--- src/rtl/conv_sched.sv ---
// Convolution tap scheduler: walks a KxK window over an img_w x img_h image (stride 1, no padding)
// and issues one image/weight read address pair per unstalled cycle.
module conv_sched #(
  parameter int ADDR_W = 20,
  parameter int DIM_W  = 10,
  parameter int K_W    = 3
) (
  input  logic              clk,
  input  logic              rst,
  input  logic              start,
  input  logic [DIM_W-1:0]  img_w,
  input  logic [DIM_W-1:0]  img_h,
  input  logic [K_W-1:0]    k,
  input  logic [ADDR_W-1:0] img_base,
  input  logic [ADDR_W-1:0] wgt_base,
  input  logic              stall,
  output logic              rd_en,
  output logic [ADDR_W-1:0] img_addr,
  output logic [ADDR_W-1:0] wgt_addr,
  output logic              mac_first,
  output logic              mac_last,
  output logic              busy,
  output logic              done,
  output logic              err
);

  typedef enum logic [1:0] {IDLE, RUN, DONE} state_t;

  state_t              state_q, state_d;
  logic [K_W-1:0]      kx_q, kx_d, ky_q, ky_d, k_q, k_d, km1_q, km1_d;
  logic [DIM_W-1:0]    ox_q, ox_d, oy_q, oy_d, w_q, w_d;
  logic [DIM_W-1:0]    ox_max_q, ox_max_d, oy_max_q, oy_max_d;
  logic [ADDR_W-1:0]   img_base_q, img_base_d, wgt_base_q, wgt_base_d;
  logic [ADDR_W-1:0]   img_addr_q, img_addr_d, wgt_addr_q, wgt_addr_d;
  logic                first_q, first_d, last_q, last_d, err_q, err_d;
  logic                cfg_ok, last_tap, load;
  logic [ADDR_W-1:0]   row;

  assign cfg_ok   = (k != '0) && (DIM_W'(k) <= img_w) && (DIM_W'(k) <= img_h);
  assign last_tap = (kx_q == km1_q) && (ky_q == km1_q) &&
                    (ox_q == ox_max_q) && (oy_q == oy_max_q);

  always_comb begin
    state_d    = state_q;
    kx_d       = kx_q;
    ky_d       = ky_q;
    ox_d       = ox_q;
    oy_d       = oy_q;
    k_d        = k_q;
    km1_d      = km1_q;
    w_d        = w_q;
    ox_max_d   = ox_max_q;
    oy_max_d   = oy_max_q;
    img_base_d = img_base_q;
    wgt_base_d = wgt_base_q;
    img_addr_d = img_addr_q;
    wgt_addr_d = wgt_addr_q;
    first_d    = first_q;
    last_d     = last_q;
    err_d      = 1'b0;
    load       = 1'b0;
    row        = '0;
    case (state_q)
      IDLE: begin
        if (start) begin
          if (cfg_ok) begin
            state_d    = RUN;
            k_d        = k;
            km1_d      = k - K_W'(1);
            w_d        = img_w;
            ox_max_d   = img_w - DIM_W'(k);
            oy_max_d   = img_h - DIM_W'(k);
            img_base_d = img_base;
            wgt_base_d = wgt_base;
            kx_d       = '0;
            ky_d       = '0;
            ox_d       = '0;
            oy_d       = '0;
            load       = 1'b1;
          end else begin
            err_d = 1'b1;
          end
        end
      end
      RUN: begin
        if (!stall) begin
          if (last_tap) begin
            // Idle address outputs return to zero once the layer is finished.
            state_d    = DONE;
            img_addr_d = '0;
            wgt_addr_d = '0;
            first_d    = 1'b0;
            last_d     = 1'b0;
          end else begin
            load = 1'b1;
            if (kx_q != km1_q) begin
              kx_d = kx_q + K_W'(1);
            end else begin
              kx_d = '0;
              if (ky_q != km1_q) begin
                ky_d = ky_q + K_W'(1);
              end else begin
                ky_d = '0;
                if (ox_q != ox_max_q) begin
                  ox_d = ox_q + DIM_W'(1);
                end else begin
                  ox_d = '0;
                  oy_d = oy_q + DIM_W'(1);
                end
              end
            end
          end
        end
      end
      DONE:    state_d = IDLE;
      default: state_d = IDLE;
    endcase
    // Address of the tap that will be presented next cycle, from the updated counters.
    if (load) begin
      row        = ADDR_W'(oy_d) + ADDR_W'(ky_d);
      img_addr_d = img_base_d + row * ADDR_W'(w_d) + ADDR_W'(ox_d) + ADDR_W'(kx_d);
      wgt_addr_d = wgt_base_d + ADDR_W'(ky_d) * ADDR_W'(k_d) + ADDR_W'(kx_d);
      first_d    = (kx_d == '0) && (ky_d == '0);
      last_d     = (kx_d == km1_d) && (ky_d == km1_d);
    end
  end

  always_ff @(posedge clk) begin
    if (rst) begin
      state_q    <= IDLE;
      kx_q       <= '0;
      ky_q       <= '0;
      ox_q       <= '0;
      oy_q       <= '0;
      k_q        <= '0;
      km1_q      <= '0;
      w_q        <= '0;
      ox_max_q   <= '0;
      oy_max_q   <= '0;
      img_base_q <= '0;
      wgt_base_q <= '0;
      img_addr_q <= '0;
      wgt_addr_q <= '0;
      first_q    <= 1'b0;
      last_q     <= 1'b0;
      err_q      <= 1'b0;
    end else begin
      state_q    <= state_d;
      kx_q       <= kx_d;
      ky_q       <= ky_d;
      ox_q       <= ox_d;
      oy_q       <= oy_d;
      k_q        <= k_d;
      km1_q      <= km1_d;
      w_q        <= w_d;
      ox_max_q   <= ox_max_d;
      oy_max_q   <= oy_max_d;
      img_base_q <= img_base_d;
      wgt_base_q <= wgt_base_d;
      img_addr_q <= img_addr_d;
      wgt_addr_q <= wgt_addr_d;
      first_q    <= first_d;
      last_q     <= last_d;
      err_q      <= err_d;
    end
  end

  assign busy      = (state_q == RUN);
  assign done      = (state_q == DONE);
  assign rd_en     = busy && !stall;
  assign mac_first = rd_en && first_q;
  assign mac_last  = rd_en && last_q;
  assign img_addr  = img_addr_q;
  assign wgt_addr  = wgt_addr_q;
  assign err       = err_q;

endmodule

--- config.mk ---
export PLATFORM = sky130hd
export DESIGN_NAME = conv_sched
export DESIGN_NICKNAME = d
export VERILOG_FILES = /design/src/rtl/conv_sched.sv
export SDC_FILE = /design/constraint.sdc
export NUM_CORES = 1
export LEC_CHECK = 0
export ABC_AREA = 1
export CORE_MARGIN = 10
export CORE_UTILIZATION = 65
export CTS_BUF_LIST = sky130_fd_sc_hd__clkbuf_2 sky130_fd_sc_hd__clkbuf_4 sky130_fd_sc_hd__clkbuf_8
export DETAILED_ROUTE_END_ITERATION = 6
export PLACE_DENSITY = 0.95
export RECOVER_POWER = 100
export SLEW_MARGIN = 10
export SYNTH_ARGS = -nofsm -noshare
export SYNTH_HDL_FRONTEND = slang
export SYNTH_SLANG_ARGS = --single-unit
--- constraint.sdc ---
create_clock -name clk -period 19.7 [get_ports clk]
set_input_delay 4.925 -clock clk [delete_from_list [all_inputs] [get_ports clk]]
set_output_delay 4.925 -clock clk [all_outputs]
set_load 0.01 [all_outputs]
* Word-level counts from Yosys, hierarchy flattened
Index checks and enable logic that the tools add are counted.
** Word-level totals
- Register bits :: 147
- Latch bits :: 0
- RAM bits :: 0
- ROM bits :: 0
- Output and inout bits :: 46
- Logic and storage cells :: 138
- Memories kept :: 0
** Cells by class
- Add/sub/neg operators :: 13
- Multiply operators :: 2
- Div/mod/pow operators :: 0
- Magnitude comparators :: 2
- Eq/ne operators :: 16
- Shift-type cells :: 0
- Multiplexer cells :: 65
- Bitwise logic cells :: 2
- Reductions and logical operators :: 21
** Operators with widths (count)
- $mux W20 :: 11
- $mux W10 :: 17
- $mux W3 :: 17
- $add A20 B3 Y20 :: 2
- $pmux W10 S2 :: 2
- $add A10 B1 Y10 const B :: 2
- $add A20 B10 Y20 :: 1
- $add A20 B20 Y20 :: 1
- $add A20 B6 Y20 :: 1
- $eq A10 B10 Y1 :: 2
- $le A3 B10 Y1 :: 2
- $mul A11 B10 Y20 :: 1
- $sub A10 B3 Y10 :: 2
- $eq A3 B3 Y1 :: 4
- $pmux W3 S2 :: 2
- $add A10 B3 Y11 :: 1
- $logic_and A1 B1 Y1 :: 10
- $mux W1 :: 10
- $ne A10 B10 Y1 :: 1
- $mux W2 :: 4
- $add A3 B1 Y3 const B :: 2
- $logic_not A3 Y1 :: 2
- $mul A3 B3 Y6 :: 1
- $ne A2 B2 Y1 const B :: 3
- other kinds (15) :: 20

* Depth between registers and ports, before layout
- Word-level depth :: 13
- Mapped depth :: 47
- Depth with buffers taken out :: 47

* Least setup slack after synthesis
Ideal clock, no wire load.
- Path type :: input to register
- From :: input img_h[0]
- To :: register img_addr_q[16] (netlist: img_addr[16])
- Arrival time :: 12.856 ns
- Data required time :: 19.568 ns
- Setup slack :: 6.712 ns
- Stages on the path :: 42
- Cell sequence :: inv_1 > ha_1 > fa_1 > o21ai_2 > nor2_1 > nand3_1 > nand4_4 > inv_2 > buf_2 > buf_2 > clkbuf_1 > clkbuf_1 > nor3_1 > ha_1 > fa_1 > nand4_2 > nand2_4 > nand3_4 > [... 6 more ...] > fa_1 > inv_1 > fa_1 > inv_1 > ha_1 > nand2_1 > o21ai_0 > a21oi_1 > nor2_1 > nor2_1 > o21ai_0 > inv_1 > o21ai_0 > inv_1 > o21ai_0 > a21oi_1 > o21ai_0 > a21oi_1
** On the way
- Word-level cells in the longest chain between the ends :: 11
- Elaborated cells between the ends (all ways) :: 33
- Those cells by class :: add/sub (4); mul (1); order compare (1); eq/ne (1); mux (22); reduce/logical (4)
** RTL lines
- start: declaration :: RTL line 12 : input logic [DIM_W-1:0] img_h,
- $le A3 B10 Y1 :: RTL line 39 : assign cfg_ok = (k != '0) && (DIM_W'(k) <= img_w) && (DIM_W'(k) <= img_h);
- $logic_and A1 B1 Y1 :: RTL line 39
- $mux W10 :: RTL line 66 : if (cfg_ok) begin
- $mux W10 :: RTL line 65 : if (start) begin
- $pmux W10 S2 :: RTL line 63 : case (state_q)
- named net oy_d[0] :: RTL line 31 : logic [DIM_W-1:0] ox_q, ox_d, oy_q, oy_d, w_q, w_d;
- $add A10 B3 Y11 :: RTL line 120 : row = ADDR_W'(oy_d) + ADDR_W'(ky_d);
- $mul A11 B10 Y20 :: RTL line 121 : img_addr_d = img_base_d + row * ADDR_W'(w_d) + ADDR_W'(ox_d) + ADDR_W'(kx_d);
- $add A20 B20 Y20 :: RTL line 121
- $add A20 B10 Y20 :: RTL line 121
- $add A20 B3 Y20 :: RTL line 121
- $mux W20 :: RTL line 119 : if (load) begin
- end signal: assignment :: RTL line 160 : img_addr_q <= img_addr_d;
- end: declaration :: RTL line 34 : logic [ADDR_W-1:0] img_addr_q, img_addr_d, wgt_addr_q, wgt_addr_d;
The timed path passes the listed nets, and every way through them passes these cells.
A chain may end at the register's enable or synchronous reset.

* Worst setup path in the final report
- From :: input k[2]
- To :: register img_addr_q[16] (netlist: img_addr[16])
** On the way
- Word-level cells in the longest chain between the ends :: 12
- Elaborated cells between the ends (all ways) :: 36
- Those cells by class :: add/sub (4); mul (1); order compare (2); eq/ne (1); mux (22); reduce/logical (6)
** RTL lines
- start: declaration :: RTL line 13 : input logic [K_W-1:0] k,
- $le A3 B10 Y1 or $reduce_bool A3 Y1 (tied branches) :: RTL line 39
- $logic_and A1 B1 Y1 :: RTL line 39
- $logic_and A1 B1 Y1 * :: RTL line 39
- $mux W10 or $mux W3 (tied branches) :: RTL line 66
- $mux W10 or $mux W3 (tied branches) :: RTL line 65
- $pmux W10 S2 or $pmux W3 S2 (tied branches) :: RTL line 63
- $add A10 B3 Y11 :: RTL line 120
- $mul A11 B10 Y20 :: RTL line 121
- $add A20 B20 Y20 :: RTL line 121
- $add A20 B10 Y20 :: RTL line 121
- $add A20 B3 Y20 :: RTL line 121
- $mux W20 :: RTL line 119
Mark *: on every way between the ends. The rest lies on a longest branch, timed or not.

==> flow_summary.json <==
{
  "period_minus_slack_ns": 16.49,
  "most_frequent_cells_in_the_layout": "sky130_fd_sc_hd__nand2_1, sky130_fd_sc_hd__inv_1, sky130_fd_sc_hd__nor2_1",
  "insertion_delay_ns": 0.49,
  "cp_num_buf_inv": 10,
  "first_global_vias": 11561,
  "port_buffers": 112,
  "synth_top_cell_by_area": "sky130_fd_sc_hd__dfxtp_1",
  "dr_total_vias": 11631,
  "dp_hpwl_mm": 28.0,
  "synth-edff-count": 0,
  "dr.first_iter.drc_count": 911,
  "grt_start_max_net_pins": 81,
  "postSynth.asyncResetShare_pct": 0,
  "post_drt_via_cell_ratio": 5.67,
  "setup-tns-final_ns": 0,
  "initial_core_util_pct": 66.5,
  "global_route_wire_length_before_repair_mm": 58.4,
  "timing_worst_slew_pin_value_ns": 2.88,
  "clock-skew-final_ns": 0.0179,
  "core-area_um2": 18800,
  "critical-path-top-delay-family": "buffers and inverters",
  "synth.yosys.warnings": 0,
  "final-instance-count-excl-fill": 2051,
  "multi_input_comb_area_um2": 8160,
  "drv_slew": 189,
  "worst_path_required_ns": 20.04,
  "remaining_drc_errors": 0,
  "drtPass1Iterations": 6,
  "rows": 50,
  "share_of_the_clock_period_used_by_the_worst_path_after_layout_pct": 83.7,
  "floorplan.die_area_um2": 25200,
  "cellPowerDensity_nw_per_um2": 60.5,
  "critPathSlowestCell": "sky130_fd_sc_hd__clkbuf_1",
  "syn_area_per_cell_um2": 7.44,
  "num_io_pins": 113,
  "clock_sinks": 147,
  "final_common_cell": "sky130_fd_sc_hd__nand2_1",
  "overflow": 0,
  "dominantRegCellSynth": "sky130_fd_sc_hd__dfxtp_1",
  "drtAntennaViolNets": 0,
  "synth.ff_latch_count": 147,
  "synth_fp_nets": 1943,
  "relSlewSlack_pct": -91.8,
  "syn_area_um2": 12500,
  "cts_made_buffers": 17,
  "outcome": "finished, violations left",
  "setup.worst_path.start_class": "primary input",
  "seqCellArea_um2": 2940,
  "clock.fmax_mhz": 60.6,
  "synthTopCellsByArea": "sky130_fd_sc_hd__dfxtp_1, sky130_fd_sc_hd__fa_1, sky130_fd_sc_hd__nand2_1, sky130_fd_sc_hd__inv_1, sky130_fd_sc_hd__ha_1",
  "cpMostUsedCell": "sky130_fd_sc_hd__inv_1",
  "fin_area_um2": 14200,
  "max-clock-path-buffers": 2,
  "hold_path_class": "flip-flop to flip-flop",
  "failed_checks": "max-capacitance violations, max-slew violations",
  "postCtsHoldBufs": 0,
  "die_width_um": 159,
  "worst-path-max-fanout": 52,
  "cts_resized": 0,
  "leakagePower_uw": 0.00690,
  "num-fill-cells": 1369,
  "place_inst": 2019,
  "tritoncts": "done",
  "detail_route.wirelength_mm": 36.2,
  "synth_sequential_area_ratio_pct": 23.5,
  "clockRootBuffer": "sky130_fd_sc_hd__clkbuf_8",
  "max-cap-violations": 6,
  "number_of_setup_buffers_added_after_cts": 0,
  "setup_repair_after_global_routing_missed_its_margin": "false",
  "synth.lib_cells_used.distinct": 52,
  "diodes": 0,
  "cts_max_level": 4,
  "grtUsageTotal_pct": 28.1,
  "place_congestion": 1.01,
  "end_kind": "flip-flop",
  "postSynthCellCount": 1685,
  "worst_setup_hold_path_clk_slew_ns": 0.09,
  "vdd.ir_drop.worst_mv": 0.0637,
  "wire_per_inst_um": 17.6,
  "die_height_um": 159,
  "hold_viol": 0,
  "place_area_um2": 13800,
  "timing.critical_path.slowest_cell_delay_ns": 2.12,
  "netlist.area_leader.share_pct": 23.5,
  "cp_data_arrival_time_ns": 16.83,
  "setup_viol": 0,
  "design.final.nets": 2036,
  "grt_antenna_before_repair": 0,
  "drive_gt1_share_pct": 5.92,
  "timing_worst_setup_path_type": "primary input to flip-flop",
  "area.growth.synth_to_final_pct": 13.2
}
==> flip-flops by register name, summed over array words and instances (netlist names), 10 cells and up <==
| name | flops |
|---|---|
| img_addr | 20 |
| img_base_q | 20 |
| ox_max_q | 10 |
| ox_q | 10 |
| oy_max_q | 10 |
| oy_q | 10 |
| w_q | 10 |
| wgt_addr | 20 |
| wgt_base_q | 20 |
==> cells in the mapped netlist (4+ instances only) <==
library cell                instances
sky130_fd_sc_hd__buf_2             12
sky130_fd_sc_hd__a21oi_1          113
sky130_fd_sc_hd__inv_2             11
sky130_fd_sc_hd__nand4_1           10
sky130_fd_sc_hd__nand3_2            8
sky130_fd_sc_hd__o21ai_1           10
sky130_fd_sc_hd__xor2_1            24
sky130_fd_sc_hd__nand3_1           70
sky130_fd_sc_hd__a31oi_1            8
sky130_fd_sc_hd__nand2_1          329
sky130_fd_sc_hd__nand3b_1           4
sky130_fd_sc_hd__mux2i_1           15
sky130_fd_sc_hd__fa_1             113
sky130_fd_sc_hd__nand2_2           10
sky130_fd_sc_hd__nor2_4             5
sky130_fd_sc_hd__inv_1            288
sky130_fd_sc_hd__clkinv_1           4
sky130_fd_sc_hd__nor2_1           181
sky130_fd_sc_hd__nand3_4            4
sky130_fd_sc_hd__dfxtp_1          147
sky130_fd_sc_hd__or2_2             21
sky130_fd_sc_hd__xnor2_1           14
sky130_fd_sc_hd__nor2_2             6
sky130_fd_sc_hd__clkbuf_1          34
sky130_fd_sc_hd__nor4_1             4
sky130_fd_sc_hd__o21ai_0           82
sky130_fd_sc_hd__ha_1              78
sky130_fd_sc_hd__nor3_1            23
sky130_fd_sc_hd__or2_1              7
sky130_fd_sc_hd__o211ai_1           8
sky130_fd_sc_hd__o2111ai_1          4
==> worst paths after layout <==
check / startpoint / end / slack (ns) / depth (start not counted)
worst max-delay path: k[2] / img_addr[16] / 3.21 / 38
worst min-delay path: img_addr[0] / img_addr[0] / 0.46 / 2
worst max register to register: state_q[1] / img_addr[16] / 8.94 / 34
worst min register to register: img_addr[0] / img_addr[0] / 0.46 / 2
==> layer usage <==
layer / track usage (%) / part of all wire [%]
met3: 4.70 / 7.4
met4: 9.86 / 3.4
met2: 50.2 / 50
met1: 33.3 / 39
met5: 0 / 0
==> metrics by stage <==
step	setup WS [ns]	hold WS (ns)	power [uW]	util [%]
floorplan	6.71	0.444	501	-
global placement	5.51	0.455	583	73.5
detailed placement	5.31	0.455	591	73.5
CTS	5.77	0.469	860	75.9
global route	2.52	0.485	898	75.3
finish	3.21	0.465	857	75.3
==> worst reg2reg max path: cells and delay by family, from the launching register on <==
kind | cells | cell delay, ns
simple gates | 11 | 2.81
buf+inv | 8 | 2.86
flops | 1 | 0.34
xor+xnor | 1 | 0.46
fa+ha+maj | 6 | 2.89
compound gates | 8 | 1.27
==> area by class of cell <==
class                      count  area share, %
clock buffer                  18           1.75
multi-input combinational   1185           57.6
inverter                     304           8.05
timing repair buffer         123           8.26
tap                          260           2.29
clock inverter                14           1.33
sequential                   147           20.7
==> report_power, final <==
| group | total, uW | leakage [uW] | switching [uW] | internal, uW |
|---|---|---|---|---|
| Sequential | 332 | 0.00120 | 12.6 | 320 |
| Combinational | 254 | 0.00548 | 163 | 91.5 |
| Clock | 271 | 0.000216 | 138 | 133 |
| Total | 857 | 0.00690 | 313 | 544 |
==> kinds of logic after synthesis <==
family                     Yosys count  synth area share [%]
adders and majority gates          191                  25.8
and+or+nand+nor                    697                  25.3
xor gates and xnor gates            40                  2.92
AOI/OAI and AO/OA                  242                  10.5
DFF                                147                  23.5
muxes                               15                  1.20
buffers and inverters              353                  10.8
No activity file was read; power rests on OpenSTA's default activity.
